`src/rtl/fir_pkg.sv`:
```
// Shared types and constants for the FIR output display path.
package fir_pkg;

  localparam int unsigned DATA_W = 16;
  localparam int unsigned DIGITS = 5;
  localparam int unsigned BCD_W  = 4 * DIGITS;
  localparam int unsigned CNT_W  = 4;

  typedef enum logic [1:0] {
    IDLE  = 2'd0,
    CONV  = 2'd1,
    LATCH = 2'd2
  } state_e;

  // Active-low segments ordered {g,f,e,d,c,b,a}.
  localparam logic [6:0] SEG_DIGIT [0:9] = '{
    7'b1000000, 7'b1111001, 7'b0100100, 7'b0110000, 7'b0011001,
    7'b0010010, 7'b0000010, 7'b1111000, 7'b0000000, 7'b0010000
  };
  localparam logic [6:0] SEG_BLANK = 7'b1111111;
  localparam logic [6:0] SEG_MINUS = 7'b0111111;

endpackage

```
`src/rtl/seg7_decode.sv`:
```
// One BCD digit to active-low seven-segment pattern, with forced blanking.
module seg7_decode
  import fir_pkg::*;
(
  input  logic [3:0] digit,
  input  logic       blank,
  output logic [6:0] seg_c
);

  always_comb begin
    seg_c = SEG_BLANK;
    if (!blank && (digit <= 4'd9)) seg_c = SEG_DIGIT[digit];
  end

endmodule

```
`src/rtl/fir_hex_display.sv`:
```
// Signed sample to sign + five decimal digits on HEX5..HEX0 via sequential
// double-dabble; one display_valid pulse per displayed value.
module fir_hex_display
  import fir_pkg::*;
#(
  parameter int unsigned BLANK_LEADING = 1,
  parameter int unsigned DATA_W        = fir_pkg::DATA_W
) (
  input  logic              CLOCK_50,
  input  logic              rst,
  input  logic [DATA_W-1:0] sample_in,
  input  logic              sample_valid,
  output logic              sample_ready,
  output logic [6:0]        HEX0,
  output logic [6:0]        HEX1,
  output logic [6:0]        HEX2,
  output logic [6:0]        HEX3,
  output logic [6:0]        HEX4,
  output logic [6:0]        HEX5,
  output logic              display_valid
);

  state_e             state_q, state_d;
  logic               neg_q, neg_d;
  logic               nz_q, nz_d;
  logic [DATA_W-1:0]  mag_q, mag_d;
  logic [BCD_W-1:0]   bcd_q, bcd_d;
  logic [CNT_W-1:0]   cnt_q, cnt_d;
  logic [6:0]         hex_q [6];
  logic [6:0]         hex_d [6];
  logic               dv_q, dv_d;

  logic [BCD_W-1:0]   bcd_adj_c;
  logic [DIGITS-1:0]  blank_c;
  logic [6:0]         seg_c [DIGITS];

  assign sample_ready = (state_q == IDLE);

  // A digit blanks only when it and every more significant digit are zero.
  always_comb begin
    logic lead;
    lead    = (BLANK_LEADING != 0);
    blank_c = '0;
    for (int i = DIGITS - 1; i >= 1; i--) begin
      lead       = lead && (bcd_q[4*i +: 4] == 4'd0);
      blank_c[i] = lead;
    end
  end

  for (genvar g = 0; g < DIGITS; g++) begin : g_dec
    seg7_decode u_dec (
      .digit (bcd_q[4*g +: 4]),
      .blank (blank_c[g]),
      .seg_c (seg_c[g])
    );
  end

  // Shift-add-3 correction applied before each shift.
  always_comb begin
    bcd_adj_c = bcd_q;
    for (int i = 0; i < DIGITS; i++) begin
      if (bcd_q[4*i +: 4] >= 4'd5) bcd_adj_c[4*i +: 4] = bcd_q[4*i +: 4] + 4'd3;
    end
  end

  always_comb begin
    state_d = state_q;
    neg_d   = neg_q;
    nz_d    = nz_q;
    mag_d   = mag_q;
    bcd_d   = bcd_q;
    cnt_d   = cnt_q;
    hex_d   = hex_q;
    dv_d    = 1'b0;
    case (state_q)
      IDLE: begin
        if (sample_valid) begin
          neg_d   = sample_in[DATA_W-1];
          nz_d    = (sample_in != '0);
          mag_d   = sample_in[DATA_W-1] ? DATA_W'(-sample_in) : sample_in;
          bcd_d   = '0;
          cnt_d   = '0;
          state_d = CONV;
        end
      end
      CONV: begin
        {bcd_d, mag_d} = {bcd_adj_c, mag_q} << 1;
        cnt_d          = cnt_q + CNT_W'(1);
        if (cnt_q == CNT_W'(DATA_W - 1)) state_d = LATCH;
      end
      LATCH: begin
        for (int i = 0; i < DIGITS; i++) hex_d[i] = seg_c[i];
        hex_d[5] = (neg_q && nz_q) ? SEG_MINUS : SEG_BLANK;
        dv_d     = 1'b1;
        state_d  = IDLE;
      end
      default: state_d = IDLE;
    endcase
  end

  always_ff @(posedge CLOCK_50 or negedge rst) begin
    if (!rst) begin
      state_q <= IDLE;
      neg_q   <= 1'b0;
      nz_q    <= 1'b0;
      mag_q   <= '0;
      bcd_q   <= '0;
      cnt_q   <= '0;
      dv_q    <= 1'b0;
      hex_q[0] <= SEG_DIGIT[0];
      for (int i = 1; i < 6; i++) hex_q[i] <= SEG_BLANK;
    end else begin
      state_q <= state_d;
      neg_q   <= neg_d;
      nz_q    <= nz_d;
      mag_q   <= mag_d;
      bcd_q   <= bcd_d;
      cnt_q   <= cnt_d;
      dv_q    <= dv_d;
      for (int i = 0; i < 6; i++) hex_q[i] <= hex_d[i];
    end
  end

  assign HEX0          = hex_q[0];
  assign HEX1          = hex_q[1];
  assign HEX2          = hex_q[2];
  assign HEX3          = hex_q[3];
  assign HEX4          = hex_q[4];
  assign HEX5          = hex_q[5];
  assign display_valid = dv_q;

endmodule

```
`config.mk`:
```
export PLATFORM = sky130hd
export DESIGN_NAME = fir_hex_display
export DESIGN_NICKNAME = d
export VERILOG_FILES = /design/src/rtl/fir_pkg.sv /design/src/rtl/seg7_decode.sv /design/src/rtl/fir_hex_display.sv
export SDC_FILE = /design/constraint.sdc
export NUM_CORES = 1
export LEC_CHECK = 0
export ABC_AREA = 0
export CORE_MARGIN = 5
export CORE_UTILIZATION = 50
export CTS_BUF_LIST = sky130_fd_sc_hd__clkbuf_16
export DETAILED_ROUTE_END_ITERATION = 8
export GPL_ROUTABILITY_DRIVEN = 0
export PLACE_DENSITY_LB_ADDON = 0.25
export SETUP_SLACK_MARGIN = 0.3
export SLEW_MARGIN = 20
export SYNTH_ARGS = -nofsm -noshare
export SYNTH_HDL_FRONTEND = slang
export SYNTH_HIERARCHICAL = 1
export SYNTH_SLANG_ARGS = --single-unit
```
`constraint.sdc`:
```
create_clock -name CLOCK_50 -period 3 [get_ports CLOCK_50]
set_input_delay 0.9 -clock CLOCK_50 [delete_from_list [all_inputs] [get_ports CLOCK_50]]
set_output_delay 0.9 -clock CLOCK_50 [all_outputs]
set_load 0.01 [all_outputs]
```
==> results of run 1 <==
==> report_power, final <==
group          switching [mW]  total, mW  internal, mW
Clock                   0.413       1.22         0.805
Sequential              0.500       2.16          1.66
Combinational            1.41       2.85          1.44
==> metal layers <==
layer  vias to the layer above  share of wire [%]  GRT usage, %
li1                       1887                  -             -
met1                      1788                 47          20.7
met2                        73                 48          26.9
met3                        13                3.6          2.84
met4                         0                1.7          6.89
met5                         -                  0             0
==> flip-flops by register name, indices dropped and copies added, names as in the netlist <==
| signal | cells |
|---|---|
| HEX1 | 7 |
| cnt_q | 4 |
| HEX3 | 7 |
| neg_q | 1 |
| HEX0 | 7 |
| nz_q | 1 |
| display_valid | 1 |
| bcd_q | 20 |
| state_q | 2 |
| mag_q | 16 |
| HEX5 | 1 |
| HEX4 | 7 |
| HEX2 | 7 |
==> area by class of cell <==
| class | count | share of cell area [%] |
|---|---|---|
| Clock buffer | 9 | 3.69 |
| Clock inverter | 7 | 1.80 |
| Inverter | 32 | 1.97 |
| Multi-Input combinational cell | 369 | 45.6 |
| Sequential cell | 81 | 33.8 |
| Tap cell | 136 | 2.79 |
| Timing Repair Buffer | 64 | 10.3 |
==> synthesized netlist by cell type, types with 2 or more instances <==
| cell type | number |
|---|---|
| a21boi_0 | 3 |
| a32o_1 | 5 |
| buf_4 | 6 |
| a211o_1 | 4 |
| nand2_1 | 28 |
| and3_1 | 6 |
| a21oi_1 | 28 |
| nor3_1 | 4 |
| nand4_1 | 8 |
| o31ai_1 | 11 |
| nand3_1 | 23 |
| a21oi_4 | 5 |
| nor2b_1 | 6 |
| clkbuf_1 | 6 |
| a22oi_1 | 12 |
| conb_1 | 2 |
| nand2b_1 | 11 |
| mux2i_1 | 3 |
| o21ai_0 | 50 |
| xor2_1 | 7 |
| dfstp_2 | 30 |
| mux2_2 | 40 |
| buf_6 | 5 |
| dfrtp_1 | 51 |
| buf_2 | 9 |
| o211ai_1 | 7 |
| xnor2_1 | 9 |
| nor2_1 | 28 |
| inv_1 | 32 |
| buf_1 | 3 |
| ha_1 | 40 |
| o21bai_4 | 5 |
| and2b_2 | 5 |
==> logic make-up after synthesis <==
family | count (synthesis)
and+or+nand+nor | 128
xor gates and xnor gates | 16
buffers and inverters | 61
adders and majority gates | 40
DFF | 81
other | 2
muxes | 44
AOI/OAI and AO/OA | 134
==> per-stage QoR <==
stage,setup slack [ns],hold WS (ns),instance area [um2]
floorplan,0.879,0.393,5140
CTS,0.545,0.430,6100
finish,0.532,0.425,6100
detailed placement,0.283,0.420,5770
global placement,0.362,0.410,5770
global route,0.399,0.452,6100
==> worst paths after layout <==
path	from	end	slack [ns]	cells past startpoint
max	bcd_q[16]	HEX1[0]	0.53	9
min	neg_q	HEX5[6]	0.42	1
max reg2reg	bcd_q[16]	HEX1[0]	0.53	9
min reg2reg	neg_q	HEX5[6]	0.42	1
max in group asynchronous	rst	HEX4[0]	1.78	2
min in group asynchronous	rst	bcd_q[8]	0.57	1
==> critical path, cell delays in order (launching register included) <==
cell	delay, ns
dfrtp_1	0.47
inv_1	0.13
ha_1	0.21
nor3b_1	0.47
and3_1	0.33
and3_1	0.24
and3_1	0.22
a21oi_4	0.06
o21ai_0	0.11
mux2_2	0.17
==> results.toml, run 1 <==
[clocking]
cts_root_buffer = "clkbuf_16"
ctsResizeCount = 0
numClockSinks = 81
cts_tree = "done"
cts_setup_buffers = 0
clockBufferDepth = 2
cts_hold_buf = 0
clock_latency_ns = 0.33
clk_pin_slew_ns = 0.06
cts_made_buffers = 9
htree_levels = 3

[worst_setup_path]
worstPathArrival_ns = 2.74
worst_setup_path_start_kind = "flip-flop"
worstSetupPathType = "reg2reg"
worstPathMaxFanout = 7
end_kind = "flip-flop"
required_ns = 3.28

[power_and_ir_drop]
total_power_mw = 6.22
power.leakage_nw = 2.62
max-vdd-ir-drop_mv = 0.380
powerDensity_nw_per_um2 = 1020

[timing]
setup_violations = 0
rsz0062_at_grt = "false"
tightestPinTransition_ns = 0.744
final.setup.tns_ns = 0
finClkSkew_ns = 0.00616
maxSlewViolCount = 0
hold_viol = 0
min_period_ns = 2.47
fin_crit_sh_pct = 82.3
clock.fmax_mhz = 405
relSlewSlack_pct = 50.4

[routing]
drt_iter0_markers = 205
routed_wl_mm = 9.63
ant_nets = 0
dr.pass1.iters = 4
vias_per_cell = 5.39
routedWlPerCell_um = 13.8
route.vias.total = 3761
drc = 0

[layout]
multi_input_area_um2 = 2780
layout_commonest_cell = "clkdlybuf4s50_1"
fin_nets = 616
antenna_cells = 0
drive_above_1_share_pct = 20.5
final_util_pct = 60.2
nFillCells = 817
synthToLayoutAreaGrowth_pct = 19.2
final_cells = 698
final_cell_mix = "clkdlybuf4s50_1, dfrtp_1, o21ai_0"
seq_area_um2 = 2060

[logic_synthesis]
async_flop_share_pct = 100
synth.largest_area_cell = "dfrtp_1"
synthSimpleGateAreaFrac_pct = 13.2
synth_cell_types = 47
synth_top_family_by_area = "compound AO/OA/AOI/OAI gates"
synth-seq-cells = 81
synth_edf_count = 0
syn_area_per_cell_um2 = 10.1
synthCells = 506
synth-compound-area-share_pct = 18.3
synth_top_area_share_pct = 24.9
yosys_warnings = 6
synth_area_leaders = "dfrtp_1, dfstp_2, ha_1"
synth_ff_type = "dfrtp_1"
synthMuxAreaShare_pct = 9.68
synth_xor_area_share_pct = 2.74
synthAdderAreaFrac_pct = 9.78
syn_area_um2 = 5120
ys_seq_area_share_pct = 40.3

[floorplan]
fp.coreArea_um2 = 10100
start_util_pct = 50.5
die_height_um = 111
die_width_um = 111
io-pin-count = 63
die-area_um2 = 12400
rows = 37

[place]
placed_cells = 682
portBuffers = 56
hpwl_mm = 6.79

[global_route]
grt_max_degree = 44
grt_pass1_vias = 3687
grt_pass1_wl_mm = 16.9
grt_antenna_before_repair = 0
gr-total-overflow = 0
grt.total_usage_pct = 16.2

[run]
cap_viol_max_count = 0

[outcome]
status = "complete, no violations"

[min_path]
hold_class = "reg2reg"
(Power assumes the default switching activity.)
==> inputs of run 2 (changes only) <==
Clock period 3 ns to 2.1 ns, I/O delays scaled along.
==> results.toml, run 2 (synthesized netlist as in run 1, its figures left out) <==
[worst_setup_path]
worstPathMaxFanout = 7
worstSetupPathType = "reg2reg"
worst_setup_path_start_kind = "flip-flop"
r2r_cells = 9
required_ns = 2.36
end_kind = "flip-flop"
worstPathArrival_ns = 2.14

[place]
pre_cts_slack_ns = -0.230
hpwl_mm = 7.31
portBuffers = 56
placed_cells = 717

[timing]
min_period_ns = 1.88
finClkSkew_ns = 0.00747
setup_violations = 0
rsz0062_at_grt = "true"
fin_crit_sh_pct = 89.6
maxSlewViolCount = 0
hold_viol = 0
relSlewSlack_pct = 62.8
whs_ns = 0.285
clock.fmax_mhz = 532
tightestPinTransition_ns = 0.558
layout_setup_ws_ns = 0.219

[layout]
largest_register = "bcd_q"
synthToLayoutAreaGrowth_pct = 28.5
final_util_pct = 64.9
final_cells = 743
drive_above_1_share_pct = 30.8
reg_top3 = "bcd_q x20, mag_q x16"
antenna_cells = 0
layout_commonest_cell = "dfrtp_1"
final_cell_mix = "dfrtp_1, buf_4, o21ai_0"
largest_register_ffs = 20
fin_nets = 661

[floorplan]
die_width_um = 111
fp.coreArea_um2 = 10100
die-area_um2 = 12400
io-pin-count = 63
start_util_pct = 50.5
rows = 37
die_height_um = 111

[routing]
route.vias.total = 4014
ant_nets = 0
routedWlPerCell_um = 14.4
drt_iter0_markers = 186
drc = 0
dr.pass1.iters = 5
routed_wl_mm = 10.7
vias_per_cell = 5.40

[clocking]
clk_pin_slew_ns = 0.06
numClockSinks = 81
cts_root_buffer = "clkbuf_16"
cts_made_buffers = 9
cts_tree = "done"
clockBufferDepth = 2
clock_latency_ns = 0.33
htree_levels = 3

[global_route]
grt_pass1_wl_mm = 18.8
grt_antenna_before_repair = 0
grt_pass1_vias = 3935
grt_max_degree = 43
grt.total_usage_pct = 17.9
gr-total-overflow = 0

[run]
cap_viol_max_count = 0

[power_and_ir_drop]
max-vdd-ir-drop_mv = 0.647
power.leakage_nw = 3.03
powerDensity_nw_per_um2 = 1390

[outcome]
status = "complete, no violations"

[min_path]
hold_class = "in2async"
-- run 2: cell count changes in the layout (fill, tap and decap cells not counted), moves of 4 or more --
cell | before | now
clkdlybuf4s50_1 | 55 | 9
dlygate4sd2_1 | 0 | 41
a21oi_2 | 0 | 4
mux2_2 | 40 | 33
a21oi_1 | 28 | 23
o21ai_0 | 50 | 42
o21ai_1 | 0 | 6
mux2_4 | 1 | 8
buf_4 | 8 | 47
-- run 2: power breakdown --
part / internal (mW) / total [mW] / switching (mW)
Sequential: 2.37 / 2.92 / 0.543
Clock: 0.919 / 1.56 / 0.643
Combinational: 2.24 / 4.64 / 2.41
Total: 5.53 / 9.12 / 3.59
-- run 2: metrics by stage --
step	TNS, ns	cell area (um2)	power [mW]
floorplan	0	5170	6.00
global placement	-2.56	6110	7.28
detailed placement	-3.43	6110	7.48
CTS	0	6460	9.03
global route	0	6580	9.89
finish	0	6580	9.12
-- run 2: worst paths after layout --
check                           endpoint  slack, ns       from
hold reg to reg                  HEX5[6]       0.42       nz_q
setup / recovery                 HEX1[4]       0.22  bcd_q[17]
min in group CLOCK_50            HEX5[6]       0.42       nz_q
max in group asynchronous        HEX5[6]       1.18        rst
hold / removal             display_valid       0.29        rst
setup reg to reg                 HEX1[4]       0.22  bcd_q[17]
-- run 2: final cells by class --
cell class	count	area, um2
Clock buffer	9	225
Clock inverter	7	70.1
Fill cell	805	3560
Inverter	32	120
Multi-Input combinational cell	369	2940
Sequential cell	81	2070
Tap cell	136	170
Timing Repair Buffer	109	981
-- run 2: critical path, cell delays in order, from the launching register on --
cell,delay [ns]
dfrtp_1,0.36
inv_2,0.07
ha_4,0.16
nor3b_4,0.15
and3_4,0.15
and3_4,0.16
and3_4,0.15
a21oi_4,0.20
o211ai_1,0.14
mux2_4,0.27
-- run 2: metal layers --
| layer | GRT usage, % | vias up | wire length (um) |
|---|---|---|---|
| li1 | - | 1971 | - |
| met1 | 23.2 | 1925 | 4870 |
| met2 | 30.0 | 97 | 5270 |
| met3 | 2.78 | 21 | 390 |
| met4 | 6.89 | 0 | 204 |
| met5 | 0 | - | 0 |
-- run 2: timing repair --
item                                    4_1_cts  5_1_grt
endpoints found under the setup margin       75       33
hold buffers                                  0        0
pin swaps                                     5       10
resized for setup                            63       25
buffers inserted                              6        2
gates cloned                                  1        1
